[src/rtl/arbitro_barramento.sv]
// arbitro_barramento
//   Sequences the shared 16-bit tri-state Data bus between NUM_REQ units.
//   It grants one requester at a time and drives that unit's bus-driver enable.
//   It then strobes the load of the addressed destination unit.
//   A turnaround cycle separates transfers, so two drivers never overlap on Data.
//   This block is pure control and never touches bus data.
//
// Parameters
//   NUM_REQ  number of bus units / requesters (2..8)
//   IDW      width of a unit id, equal to $clog2(NUM_REQ)
//
// Ports
//   clock   in   rising-edge clock
//   resetn  in   asynchronous active-low reset
//   req     in   req[i]=1: unit i asks to drive Data toward dst_i
//   dst     in   dst_i = dst[i*IDW +: IDW], destination id for unit i
//   gnt     out  one-hot grant, held DRIVE..TURN
//   drv_en  out  one-hot bus-driver enable
//   ld_en   out  one-hot load strobe (destination captures at next edge)
//   done    out  1-cycle pulse to the granted unit at transfer end
//   err     out  1-cycle pulse with done for an illegal request
//   busy    out  high in any state other than IDLE
//
// Build option
//   ARB_RR_EN  defined: round-robin arbitration, search starts at ptr+1.
//              undefined: fixed priority, lowest eligible index wins.

module arbitro_barramento #(
  parameter int unsigned NUM_REQ = 4,
  parameter int unsigned IDW     = 2
) (
  input  logic                   clock,
  input  logic                   resetn,
  input  logic [NUM_REQ-1:0]     req,
  input  logic [NUM_REQ*IDW-1:0] dst,
  output logic [NUM_REQ-1:0]     gnt,
  output logic [NUM_REQ-1:0]     drv_en,
  output logic [NUM_REQ-1:0]     ld_en,
  output logic [NUM_REQ-1:0]     done,
  output logic                   err,
  output logic                   busy
);

  typedef enum logic [1:0] {IDLE, DRIVE, CAPT, TURN} state_t;

  state_t             state_q, state_d;
  logic [IDW-1:0]     s_q, s_d, d_q, d_d;
  logic               ill_q, ill_d;
  logic [NUM_REQ-1:0] gnt_q, gnt_d, drv_q, drv_d, ld_q, ld_d, done_q, done_d;
  logic               err_q, err_d, busy_q, busy_d;

  logic [IDW-1:0]     dst_a [NUM_REQ];
  logic [NUM_REQ-1:0] elig;
  logic               win_vld;
  logic [IDW-1:0]     win_idx, cand;
`ifdef ARB_RR_EN
  logic [IDW-1:0]     ptr_q, ptr_d;
`endif

  always_comb begin
    for (int unsigned i = 0; i < NUM_REQ; i++) begin
      dst_a[i] = dst[i*IDW +: IDW];
    end
  end

  // The unit that just finished is masked in TURN so a held req cannot win twice in a row.
  always_comb begin
    elig = req;
    if (state_q == TURN) elig[s_q] = 1'b0;
    win_vld = 1'b0;
    win_idx = '0;
    cand    = '0;
`ifdef ARB_RR_EN
    for (int unsigned k = 1; k <= NUM_REQ; k++) begin
      cand = IDW'((32'(ptr_q) + k) % NUM_REQ);
      if (!win_vld && elig[cand]) begin
        win_vld = 1'b1;
        win_idx = cand;
      end
    end
`else
    for (int unsigned i = 0; i < NUM_REQ; i++) begin
      cand = IDW'(i);
      if (!win_vld && elig[cand]) begin
        win_vld = 1'b1;
        win_idx = cand;
      end
    end
`endif
  end

  // Outputs are decoded from the next state and registered.
  // The pins therefore follow the state register with no req->out path.
  always_comb begin
    state_d = state_q;
    s_d     = s_q;
    d_d     = d_q;
    ill_d   = ill_q;
    case (state_q)
      IDLE, TURN: begin
        if (win_vld) begin
          state_d = DRIVE;
          s_d     = win_idx;
          d_d     = dst_a[win_idx];
          ill_d   = (dst_a[win_idx] == win_idx) || (32'(dst_a[win_idx]) >= NUM_REQ);
        end else begin
          state_d = IDLE;
        end
      end
      DRIVE:   state_d = CAPT;
      CAPT:    state_d = TURN;
      default: state_d = IDLE;
    endcase

    gnt_d  = '0;
    drv_d  = '0;
    ld_d   = '0;
    done_d = '0;
    err_d  = 1'b0;
    busy_d = (state_d != IDLE);
    case (state_d)
      DRIVE: begin
        gnt_d[s_d] = 1'b1;
        drv_d[s_d] = !ill_d;
      end
      CAPT: begin
        gnt_d[s_d] = 1'b1;
        drv_d[s_d] = !ill_d;
        if (!ill_d) ld_d[d_d] = 1'b1;
      end
      TURN: begin
        gnt_d[s_d]  = 1'b1;
        done_d[s_d] = 1'b1;
        err_d       = ill_d;
      end
      default: ;
    endcase
  end

`ifdef ARB_RR_EN
  always_comb begin
    ptr_d = (state_q == CAPT) ? s_q : ptr_q;
  end
`endif

  always_ff @(posedge clock or negedge resetn) begin
    if (!resetn) begin
      state_q <= IDLE;
      s_q     <= '0;
      d_q     <= '0;
      ill_q   <= 1'b0;
      gnt_q   <= '0;
      drv_q   <= '0;
      ld_q    <= '0;
      done_q  <= '0;
      err_q   <= 1'b0;
      busy_q  <= 1'b0;
`ifdef ARB_RR_EN
      ptr_q   <= '0;
`endif
    end else begin
      state_q <= state_d;
      s_q     <= s_d;
      d_q     <= d_d;
      ill_q   <= ill_d;
      gnt_q   <= gnt_d;
      drv_q   <= drv_d;
      ld_q    <= ld_d;
      done_q  <= done_d;
      err_q   <= err_d;
      busy_q  <= busy_d;
`ifdef ARB_RR_EN
      ptr_q   <= ptr_d;
`endif
    end
  end

  assign gnt    = gnt_q;
  assign drv_en = drv_q;
  assign ld_en  = ld_q;
  assign done   = done_q;
  assign err    = err_q;
  assign busy   = busy_q;

endmodule

[config.mk]
export PLATFORM = sky130hd
export DESIGN_NAME = arbitro_barramento
export DESIGN_NICKNAME = d
export VERILOG_FILES = /design/src/rtl/arbitro_barramento.sv
export SDC_FILE = /design/constraint.sdc
export NUM_CORES = 1
export LEC_CHECK = 0
export ABC_AREA = 1
export CAP_MARGIN = 40
export CORE_UTILIZATION = 50
export DETAILED_ROUTE_END_ITERATION = 6
export PLACE_DENSITY = 0.82
export SYNTH_ARGS = -nofsm -noshare
export SYNTH_HDL_FRONTEND = slang
export SYNTH_SLANG_ARGS = --single-unit
[constraint.sdc]
create_clock -name clock -period 4.85 [get_ports clock]
set_input_delay 0.7275 -clock clock [delete_from_list [all_inputs] [get_ports clock]]
set_output_delay 0.7275 -clock clock [all_outputs]
set_load 0.01 [all_outputs]
* Yosys cells after proc, flatten, opt, wreduce, memory -nomap -nowiden
Index checks and enable logic that the tools add are counted.
** Storage, ports and cells
- ROM bits :: 0
- Memories :: 0
- Bits of input ports :: 14
- Word-level logic and storage cells :: 74
- Output and inout port bits :: 18
- Bits in latches :: 0
- Register bits :: 25
- Bits in writable memories :: 0
** Cells by class
- Equality and inequality tests :: 7
- Multiplexer cells :: 31
- Bitwise operators :: 4
- $mul :: 0
- Divide/modulo/power cells :: 0
- Shifts and indexed selects :: 0
- Add/sub/neg operators :: 0
- Order comparisons :: 7
- Reduce and logical (&&, ||, !) cells :: 15
** Operator list (count)
- 4-bit two-way mux :: 6
- 2-bit two-way mux :: 8
- 1-bit two-way mux :: 12
- 2-bit by 3-bit less-than comparator with 1-bit output, second input constant :: 3
- 4-bit bitwise AND :: 2
- 2-bit == test, second input constant :: 4
- 1-bit demux with 2-bit select :: 3
- 2-bit by 1-bit greater-or-equal comparator with 1-bit output, second input constant :: 3
- 1-bit logical AND :: 6
- 2-bit case mux with 3 select lines :: 1
- 2-bit binary-select mux with 2-bit select :: 1
- 2-bit by 1-bit == test with 1-bit output, second input constant :: 2
- 1-bit logical NOT :: 4
- 4-bit inverter :: 1
- 2-bit OR reduction :: 2
- 3-bit greater-or-equal comparator, second input constant :: 1
- 2-bit inverter with 3-bit output :: 1
- 3-bit OR reduction :: 1
- 2-bit == test :: 1
- 2-bit logical NOT :: 1
- 2-bit nonzero test :: 1

* Logic depth before layout (Yosys ltp)
- Depth after elaboration :: 29
- Mapped depth :: 14
- Mapped depth without buffers :: 14

* Worst setup path before layout
No wires, ideal clock.
- Kind :: input to register
- From :: input port req[3]
- To :: register ld_q[0] (netlist: ld_en[0])
- Path slack :: 3.081 ns
- Path buffers :: 0
- Arrival :: 1.647 ns
- Stages :: 12
- Data required time :: 4.729 ns
- Setup time :: 0.121 ns
- Cell sequence :: nand2_1 -> inv_1 -> nand2_1 -> nand2_2 -> nand2_2 -> nand2_1 -> nand3_1 -> nand2_1 -> nor2_1 -> nand3_1 -> nand2_2 -> nor2_1
** On the way
- Elaborated cells between the ends (all ways) :: 24
- Classes of those cells :: 2 x order compare; 2 x eq/ne; 16 x mux; 2 x bitwise; 2 x reduce/logical
** RTL lines
- start, declared :: line 34 : input logic [NUM_REQ-1:0] req,
- 4-bit bitwise AND (no line)
- 4-bit two-way mux * :: line 69 : if (state_q == TURN) elig[s_q] = 1'b0;
- 1-bit logical AND * :: line 84 : if (!win_vld && elig[cand]) begin
- 2-bit two-way mux :: line 84
- 2-bit inverter with 3-bit output
- 2-bit binary-select mux with 2-bit select
- 2-bit two-way mux (implied by the code) (2 in series) :: line 105 : ill_d = (dst_a[win_idx] == win_idx) || (32'(dst_a[win_idx]) >= NUM_REQ);
- 2-bit == test :: line 105
- 1-bit two-way mux * :: line 101 : if (win_vld) begin
- 1-bit two-way mux * :: line 99 : case (state_q)
- named net ill_d :: line 48 : logic ill_q, ill_d;
- 4-bit two-way mux * :: line 129 : if (!ill_d) ld_d[d_d] = 1'b1;
- 4-bit two-way mux * :: line 121 : case (state_d)
- named net ld_d[0] :: line 49 : logic [NUM_REQ-1:0] gnt_q, gnt_d, drv_q, drv_d, ld_q, ld_d, done_q, done_d;
- end signal, assigned :: line 168 : ld_q <= ld_d;
- end, declared :: line 49
Mark *: on every way through the listed nets, which the timed path passes. The rest lies on a longest branch. The select of a mux whose other input is x is not followed.

* Worst setup path after layout
- From :: input port req[0]
- To :: register drv_q[2] (netlist: drv_en[2])
** On the way
- Cells in the longest elaborated chain, start to end :: 22
- Elaborated cells between the ends (all ways) :: 37
- Classes of those cells :: 2 x order compare; 3 x eq/ne; 20 x mux; 3 x bitwise; 9 x reduce/logical
** RTL lines
- 4-bit bitwise AND (no line)
- 4-bit two-way mux * :: line 69
- 1-bit two-way mux * :: line 84
- 1-bit logical NOT :: line 84
- 1-bit logical AND :: line 84
- 1-bit two-way mux :: line 84
- 1-bit logical NOT :: line 84
- 1-bit logical AND :: line 84
- (+6 left out)
- 2-bit two-way mux (implied by the code) (2 in series) :: line 105
- 2-bit == test :: line 105
- 1-bit two-way mux :: line 101
- 1-bit two-way mux :: line 99
- 1-bit logical NOT
- 4-bit bitwise AND (no line)
- 4-bit two-way mux *
- named net drv_d[2] :: line 49
- end signal, assigned :: line 167 : drv_q <= drv_d;
- end, declared :: line 49
Marks and branches as above.

==> results by stage <==
Die:
- The top-level port count is 32.
- The floorplan has 17 rows.
- The effective utilization at floorplan is 53.84%.
- The die height is 51.04 um.
- The die covers 0.002605 sq mm.
- The region available for standard cell placement spans 0.002233 sq mm.
- The horizontal extent of the die is 51.04 um.

CTS:
- The number of buffers between clock root and the deepest sink is 2.
- The count of buffers added by post-CTS timing repair for setup is 0.
- After clock tree synthesis, the flow added hold-fix buffers numbering 0.
- The CTS tree is done.
- The clock edge transition at the registers on the reported setup and hold paths is 120 ps.
- Post-CTS repair changed the size of 0 cells.
- Clock tree synthesis selected as its root buffer the cell clkbuf_4.
- The clock net in this run drives a total of 25 sinks.
- Buffers inserted during clock tree synthesis total 3.
- In this run the number of H-tree levels came out at 1.
- The source-to-sink clock delay at the later pin of the worst-skew pair is 320 ps.

Setup path:
- Counting stages on the worst path, the most repeated cell is nand2_4.
- The combined buffer and inverter count along the critical path is 2.
- The delay of the slowest cell on the worst path is 500 ps.
- Among all stages on the critical path, the largest delay is contributed by clkdlybuf4s50_1.
- The worst-case register-to-register setup slack is 2790 ps.
- The element type at the critical path start is an input pin.
- Traced cell by cell, the critical path runs through clkdlybuf4s50_1 -> nand2_4 -> nand2_4 -> inv_2 -> a21oi_4 -> a21oi_1 -> ha_1 -> nand2_1 -> nor2_1.
- The data required time at the worst endpoint is 5100 ps.
- The type of the worst setup path is in -> reg.
- The largest fanout on the critical path is 8.
- STA classifies the critical path endpoint as a flip-flop.
- At the worst endpoint, the arrival time is 2400 ps.
- The cell family contributing the most delay on the critical path is buffers and inverters.

Yosys:
- The synthesized netlist net count is 156.
- Summing every instance area after synthesis gives 0.001202 sq mm.
- By count the netlist is led by dfrtp_1 (25), nand2_1 (25), nand3_1 (20), nor2_1 (20), inv_1 (16).
- In this run, distinct cell masters in the synthesized netlist total 18.
- In the post-synthesis netlist, the biggest area contributors are dfrtp_1 (52%), nand3_1 (8.3%), nand2_1 (7.8%).
- Summed over its instances, the top area cell type makes up 52.03% of the synthesized netlist area.
- Of all cell types, the one taking the most synthesized area is dfrtp_1.
- Sequential cells were found to cover 52.03% of the synthesized design area.
- The number of synthesized flops with an enable pin is 0.
- The primary flip-flop cell chosen by synthesis mapping is dfrtp_1.
- The share of synthesized flip-flops with an asynchronous set or reset is 100.0%.
- The synthesized design contains 25 register bits.
- After synthesis, the mean cell area works out to 8.777 sq um.
- The Yosys step of the flow raised 0 warnings.
- In the synthesized netlist, the number of instances is 137.

STA:
- The final setup skew is 6.445 ps.
- Of the available clock period, the critical path in the final layout requires 44.45%.
- Setup violations remaining at the end of the flow were counted as 0.
- The time the final worst path needs with I/O delays and setup is 2156 ps.
- The sum of negative setup slack is 0 ps.
- The slew of the pin with the lowest slew margin is 300.3 ps.
- The number of failing hold endpoints at the final stage is 0.
- The number of slew-limit violations in the final report is 0.
- Final hold analysis gives a worst-case slack of 582.7 ps.
- The maximum frequency from static timing analysis is 463.9 MHz.
- Headroom to the max-slew limit came out at 79.98%.
- The slack of the critical path is 2694 ps.
- Setup repair after global routing left no endpoint under its margin.

GRT:
- The initial antenna violation count is 0.
- For this run the aggregate overflow at the end of global routing stands at 0.
- Across every metal layer, demand over resource in global routing totals 23.73%.
- Entering global routing, the biggest net connects 21 pins.
- The wire length of the first global-routing pass is 4.464 mm.
- The via count of the first global-routing pass is 1052.

Routing:
- For this block, the via count after detailed routing is 998.
- The post-route antenna net violation count is 0.
- The vias per cell is 4.965.
- The number of search-and-repair iterations in the first detailed-routing pass is 4.
- After detailed routing, the number of remaining DRC violations is 0.
- The first routing iteration left 14 violations.
- The wire length reported by the detailed router is 2.464 mm.
- In the final routed layout, each cell accounts on average for 12.26 um.

Power and ir drop:
- IR analysis of the VDD net gives a maximum drop of 453.8 uV.
- The standby leakage power is 0.7937 nW.
- The power per standard cell area is 638.5 mW/mm^2.

Outcome:
- The run finished with clean final reports.

Cells and area:
- Once layout is done, the placed cells without fillers occupy 0.001590 sq mm.
- The diode insertion count for antenna repair is 0.
- The area growth from synthesis to layout is 32.26%.
- The proportion of layout cells with a drive suffix above 1 is 15.61%.
- After the last flow step, the layout net total stands at 193.

Placed design:
- The total half-perimeter wirelength after legalization and detailed placement is 1.897 mm.
- At the end of routability-driven placement, the weighted congestion stood at 0.8854.
- Summing all placed instances gives a cell area of 0.001563 sq mm.
- The number of port buffers is 31.
- Before CTS, the worst setup slack after placement is 2421 ps.

Hold path:
- The worst min-delay path category is reg -> reg.

Run:
- The tool flagged a number of max-cap violations equal to 0.
-- power breakdown --
group | switching, W | internal, W
Sequential | 0.0000312 | 0.000285
Clock | 0.0000581 | 0.0000309
Combinational | 0.000378 | 0.000232
-- final cells by class --
cell class	instances	area, sq um
clock buffer	3	22.52
clock inverter	1	5.005
fill	178	643.1
inverter	24	90.09
multi-input combinational	88	486.7
sequential	25	625.6
tap	28	35.03
timing repair buffer	32	325.3
-- worst paths after layout --
check	startpoint	endpoint	cells past startpoint
setup / recovery	req[0]	drv_en[2]	9
hold / removal	d_q[0]	d_q[0]	2
setup reg to reg	state_q[0]	drv_en[2]	10
hold reg to reg	d_q[0]	d_q[0]	2
max in group asynchronous	resetn	drv_en[3]	2
min in group asynchronous	resetn	d_q[0]	1
-- state kept, by name, indices dropped and copies added (netlist names) --
signal and flops:
done 4, drv_en 4, gnt 4, ld_en 4, d_q 2, s_q 2, state_q 2, busy 1
err 1, ill_q 1
-- cell usage in the layout, fill, tap and decap left out, types with 2 or more instances in the layout --
cell type | netlist | routed
a21oi_1 | 3 | 3
clkdlybuf4s50_1 | 0 | 31
dfrtp_1 | 25 | 25
nand2_4 | 2 | 2
nand3_1 | 20 | 20
nand2_2 | 4 | 4
clkbuf_4 | 0 | 3
nor2_1 | 20 | 20
ha_1 | 5 | 5
inv_1 | 16 | 16
nand2_1 | 25 | 25
inv_2 | 8 | 8
nor2_2 | 2 | 2
-- stage by stage --
step / power, W / utilization (%) / cells
after floorplan: 0.0007214 / - / 137
after global placement: 0.0008975 / 69.30 / 196
after detailed placement: 0.0009180 / 69.97 / 197
after CTS: 0.001018 / 71.20 / 201
after global routing: 0.001106 / 71.20 / 201
final: 0.001015 / 71.20 / 201
-- worst register-to-register path: cells and delay by family (launching register included) --
family                   cells  cell delay, ps
adder cells (fa/ha/maj)      2             630
AND/OR/NAND/NOR              5             510
flip-flops                   1             420
AO/OA/AOI/OAI                2             370
buffers and inverters        1              40
-- logic make-up (layout without fill, tap and decap cells) --
logic type / count (synthesis) / after routing / synth area share [%]
simple gates: 77 / 77 / 30.28
flops: 25 / 25 / 52.03
buf+inv: 24 / 60 / 7.492
compound gates: 6 / 6 / 4.995
fa+ha+maj: 5 / 5 / 5.203
-- metal layers --
| metal | GRT usage, % | wire (um) |
|---|---|---|
| met5 | 0 | 0 |
| met4 | 8.796 | 43 |
| met2 | 41.23 | 1291 |
| met3 | 6.250 | 106 |
| met1 | 27.90 | 1022 |
Power figures use the tool's default switching activity.
